### config.mk
export PLATFORM = sky130hd
export DESIGN_NAME = cnt_dly_measure
export DESIGN_NICKNAME = d
export VERILOG_FILES = /design/src/rtl/cnt_dly_measure.sv
export SDC_FILE = /design/constraint.sdc
export NUM_CORES = 1
export LEC_CHECK = 0
export ABC_CLOCK_PERIOD_IN_PS = 1900
export BUFFER_PORTS_ARGS = -buffer_cell sky130_fd_sc_hd__buf_2
export CORE_MARGIN = 2
export CORE_UTILIZATION = 40
export CTS_BUF_LIST = sky130_fd_sc_hd__clkbuf_8
export DETAILED_ROUTE_END_ITERATION = 12
export PLACE_DENSITY = 0.72
export SLEW_MARGIN = 30
export SYNTH_ARGS = -nofsm -noshare
export SYNTH_HDL_FRONTEND = slang
export SYNTH_SLANG_ARGS = --single-unit
### constraint.sdc
create_clock -name i_clk -period 1.9 [get_ports i_clk]
set_input_delay 0.57 -clock i_clk [delete_from_list [all_inputs] [get_ports i_clk]]
set_output_delay 0.57 -clock i_clk [all_outputs]
set_load 0.01 [all_outputs]
### src/rtl/cnt_dly_measure.sv
`default_nettype none
// ============================================================================
// Module   : cnt_dly_measure
// Brief    : Closed-loop capture timer: cycles from a selected i_ref edge to
//            the next i_dut transition, delivered on a valid/ready interface.
// Revision : 1.0 - initial release
// ============================================================================
module cnt_dly_measure #(
    parameter int unsigned CNT_W       = 16,
    parameter int unsigned SYNC_STAGES = 2,
    parameter int unsigned MAX_CNT     = 2**CNT_W - 1
) (
    input  logic             i_clk,
    input  logic             i_reset,
    input  logic             i_enable,
    input  logic [1:0]       i_edge_sel,
    input  logic             i_ref,
    input  logic             i_dut,
    output logic             o_busy,
    output logic             o_valid,
    input  logic             i_ready,
    output logic [CNT_W-1:0] o_delay,
    output logic             o_timeout,
    output logic             o_overrun,
    input  logic             i_clear_overrun
);

    localparam logic [1:0]       c_st_idle     = 2'd0;
    localparam logic [1:0]       c_st_wait_ref = 2'd1;
    localparam logic [1:0]       c_st_measure  = 2'd2;
    localparam logic [CNT_W-1:0] c_max_m1      = CNT_W'(MAX_CNT - 1);

    logic [SYNC_STAGES-1:0] r_ref_sync;
    logic [SYNC_STAGES-1:0] r_dut_sync;
    logic                   r_ref_hist;
    logic                   r_dut_hist;
    logic [1:0]             r_state;
    logic [CNT_W-1:0]       r_cnt;

    logic             w_ref_cur;
    logic             w_dut_cur;
    logic             w_ref_ev;
    logic             w_dut_ev;
    logic             w_emit;
    logic [CNT_W-1:0] w_emit_delay;
    logic             w_emit_timeout;

    // Identical depth on both paths, so synchronizer latency cancels out.
    always_ff @(posedge i_clk) begin
        if (i_reset) begin
            r_ref_sync <= '0;
            r_dut_sync <= '0;
            r_ref_hist <= 1'b0;
            r_dut_hist <= 1'b0;
        end else begin
            r_ref_sync <= {r_ref_sync[SYNC_STAGES-2:0], i_ref};
            r_dut_sync <= {r_dut_sync[SYNC_STAGES-2:0], i_dut};
            r_ref_hist <= r_ref_sync[SYNC_STAGES-1];
            r_dut_hist <= r_dut_sync[SYNC_STAGES-1];
        end
    end

    assign w_ref_cur = r_ref_sync[SYNC_STAGES-1];
    assign w_dut_cur = r_dut_sync[SYNC_STAGES-1];
    assign w_dut_ev  = w_dut_cur ^ r_dut_hist;

    always_comb begin
        w_ref_ev = 1'b0;
        case (i_edge_sel)
            2'd0:    w_ref_ev =  w_ref_cur & ~r_ref_hist;
            2'd1:    w_ref_ev = ~w_ref_cur &  r_ref_hist;
            2'd2:    w_ref_ev =  w_ref_cur ^  r_ref_hist;
            default: w_ref_ev = 1'b0;
        endcase
    end

    always_comb begin
        w_emit         = 1'b0;
        w_emit_delay   = '0;
        w_emit_timeout = 1'b0;
        if (i_enable) begin
            if (r_state == c_st_wait_ref && w_ref_ev && w_dut_ev) begin
                w_emit = 1'b1;
            end else if (r_state == c_st_measure) begin
                // r_cnt holds elapsed-1, so the result is r_cnt+1 (<= MAX_CNT).
                if (w_dut_ev || r_cnt == c_max_m1) begin
                    w_emit         = 1'b1;
                    w_emit_delay   = r_cnt + 1'b1;
                    w_emit_timeout = ~w_dut_ev;
                end
            end
        end
    end

    always_ff @(posedge i_clk) begin
        if (i_reset) begin
            r_state <= c_st_idle;
            r_cnt   <= '0;
        end else if (!i_enable) begin
            r_state <= c_st_idle;
        end else begin
            case (r_state)
                c_st_idle: r_state <= c_st_wait_ref;
                c_st_wait_ref: begin
                    if (w_ref_ev && !w_dut_ev) begin
                        r_cnt   <= '0;
                        r_state <= c_st_measure;
                    end
                end
                c_st_measure: begin
                    if (w_emit) r_state <= c_st_wait_ref;
                    else        r_cnt   <= r_cnt + 1'b1;
                end
                default: r_state <= c_st_idle;
            endcase
        end
    end

    assign o_busy = (r_state == c_st_measure);

    always_ff @(posedge i_clk) begin
        if (i_reset) begin
            o_valid   <= 1'b0;
            o_delay   <= '0;
            o_timeout <= 1'b0;
            o_overrun <= 1'b0;
        end else begin
            if (w_emit && (!o_valid || i_ready)) begin
                o_valid   <= 1'b1;
                o_delay   <= w_emit_delay;
                o_timeout <= w_emit_timeout;
            end else if (i_ready) begin
                o_valid <= 1'b0;
            end
            // Set wins over clear when both occur in the same cycle.
            if (w_emit && o_valid && !i_ready) o_overrun <= 1'b1;
            else if (i_clear_overrun)          o_overrun <= 1'b0;
        end
    end

endmodule
`default_nettype wire

==> metrics.cfg <==
[clock_tree]
numCtsBuffers = 5
clk_pin_slew_ns = 0.08
clock_path_buffers = 2
cts_tree = built
clkSinkCount = 43
htree_levels = 2
cts_hold_buffers = 0
root_buffer = clkbuf_8
clock_latency_ns = 0.30

[yosys]
synth_xor_area_share_pct = 3.90
postSynthCellCount = 269
synth_compound_area_share_pct = 16.1
yosysWarnings = 0
syn_avg_cell_area_um2 = 8.36
async_reset_ff_share_pct = 0
synthAdderAreaFrac_pct = 2.23
synth_mux_area_share_pct = 5.79
ys_ff_latch = 43
synth_top_family_by_area = simple AND/OR/NAND/NOR gates
synth_edf_count = 0
synth_cell_types = 41
yosys.area_share.simple_pct = 29.3
yosysSeqAreaShare_pct = 38.3
synth_ff_type = dfxtp_1
syn-num-nets = 282
syn_area_mm2 = 0.00225

[worst_setup_path]
arrival_ns = 2.24
timing.rr.start = r_cnt[0]$_SDFFE_PP0P_
worst-path-max-fanout = 9
startpoint = r_cnt[0]$_SDFFE_PP0P_
critPathKind = register to register
rrSetupSlack_ns = -0.11
startpoint_type = register
cp.required_ns = 2.12
endpoint_kind = register
r2r_cells = 8
r2r-end = r_cnt[6]$_SDFFE_PP0P_
crit_path_end = r_cnt[6]$_SDFFE_PP0P_

[drt]
post_drt_wl_per_cell_um = 15.1
via_per_inst = 5.52
first_pass_iters = 4
ant_nets = 0
routed_wl_mm = 6.07
drcViolationCount = 0
vias = 2223
drt-initial-drc-count = 223

[global_route]
grt_pass1_wl_mm = 9.20
antenna_found_initial = 0
grt_max_degree = 21
grt_pass1_vias = 1985
grt.total_usage_pct = 18.7
grt-ovfl-total = 0

[timing]
tns_ns = -1.40
setup_viol = 21
slew_viol_final = 0
hold_violations = 0
tightest_slew_ns = 0.553
fin_crit_ns = 2.01
fmax_mhz = 497
worst_slack_ns = -0.112
period_share_pct = 106
clock_skew_ns = 0.00362
whs_ns = 0.440
max-slew-margin-rel_pct = 62.9
rsz0062_at_grt = true

[layout]
area_growth_pct = 34.6
final_nets = 344
fin_area_mm2 = 0.00303
final_common_cell = dfxtp_1
finalNonFillerCells = 403
final_cell_mix = dfxtp_1, buf_4, buf_2
antenna_cells = 0
drive_above_1_share_pct = 34.1

[placed_design]
placed_area_mm2 = 0.00272
dp_cells = 391
port_buffers = 28
gp_congestion = 0.896
dpl.hpwl_mm = 4.23

[power]
leakage_nw = 1.12
powerDensity_mw_per_mm2 = 530
ir_worst_vdd_uv = 254

[status]
violations = setup timing
status = finished, violations left

[floorplanning]
rows = 27
die_w_um = 79.0
core_mm2 = 0.00547
start_util_pct = 41.1
io_pins = 29
die_h_um = 79.0
die_area_mm2 = 0.00624

[job]
cap_viol_max_count = 0

[min_path]
min_from = r_ref_sync[0]$_SDFF_PP0_
hp-class = register to register

## area by class of cell
type | count | area (µm²)
flip-flops and latches | 43 | 865
well taps | 72 | 90.1
fillers | 474 | 2450
clock inverters | 1 | 5.00
multi-input cells | 203 | 1430
repair buffers | 70 | 522
inverters | 8 | 30.0
clock buffers | 6 | 82.6
## power breakdown
part | leakage [nW] | internal, mW | switching [mW]
sequential | 0.349 | 0.907 | 0.00323
clock | 0.0470 | 0.285 | 0.292
combinational | 0.723 | 0.0481 | 0.0693
## what timing repair did
action	in CTS	in global routing
setup buffers	0	4
pin swaps	0	18
resized for setup	3	46
endpoints found under the hold margin	0	0
setup endpoints to repair	17	37
cloned	0	1
## worst max-delay path, stage by stage, from the launching register on
cell and delay, ns:
dfxtp_2 0.33, inv_2 0.07, ha_4 0.12, nand4_1 0.14, or4_4 0.49, a211oi_4 0.37
buf_12 0.18, o21ai_1 0.09, a21oi_2 0.16
## logic make-up after synthesis
logic type,after synthesis
simple gates,115
compound gates,61
flops,43
buf+inv,23
mux,13
xor+xnor,10
fa+ha+maj,4
## metal layers
metal	vias to the layer above	track usage (%)	wire length, µm
met5	-	0	0
met2	79	29.7	2870
met4	0	7.07	68
met1	1047	24.4	2720
li1	1092	-	-
met3	5	4.77	408
## worst min-delay path by stage
stage	to	slack, ns	cells after the start
after floorplan	r_dut_sync[1]$_SDFF_PP0_	0.41	1
after global placement	r_ref_sync[1]$_SDFF_PP0_	0.42	1
after detailed placement	r_ref_sync[1]$_SDFF_PP0_	0.43	1
after CTS	r_ref_sync[1]$_SDFF_PP0_	0.44	1
after global routing	r_ref_sync[1]$_SDFF_PP0_	0.46	1
final	r_ref_sync[1]$_SDFF_PP0_	0.44	1
## flip-flops by register name (all words and copies together), names as in the netlist
name        cells
o_delay        16
r_cnt          16
r_dut_sync      2
r_ref_sync      2
r_state         2
o_overrun       1
o_timeout       1
o_valid         1
r_dut_hist      1
r_ref_hist      1
## per-stage QoR
step                      util (%)  setup WS [ns]  total power [mW]
after floorplan                  -         0.0129             0.991
after global placement        49.8        0.00487              1.03
after detailed placement      49.8        -0.0410              1.03
after CTS                     51.5        -0.0353              1.61
after global routing          55.3         -0.164              1.67
final                         55.3         -0.112              1.60
## cells in the mapped netlist, types with 3 or more instances
cell	number	area [µm²]
nor3_1	6	30.0
a21oi_1	20	100
nand4_1	19	119
o21bai_1	3	22.5
nor2_1	7	26.3
o21ai_0	22	110
nor4_1	9	56.3
dfxtp_1	43	861
nand2_1	19	71.3
nand3_1	15	75.1
nor2b_1	8	50.1
ha_1	4	50.1
xnor2_1	5	43.8
mux2i_1	13	130
nand2b_1	23	144
clkbuf_1	12	45.0
inv_1	8	30.0
xor2_1	5	43.8
o21ai_1	6	30.0
Note: power is estimated with default switching activity, not from simulation.
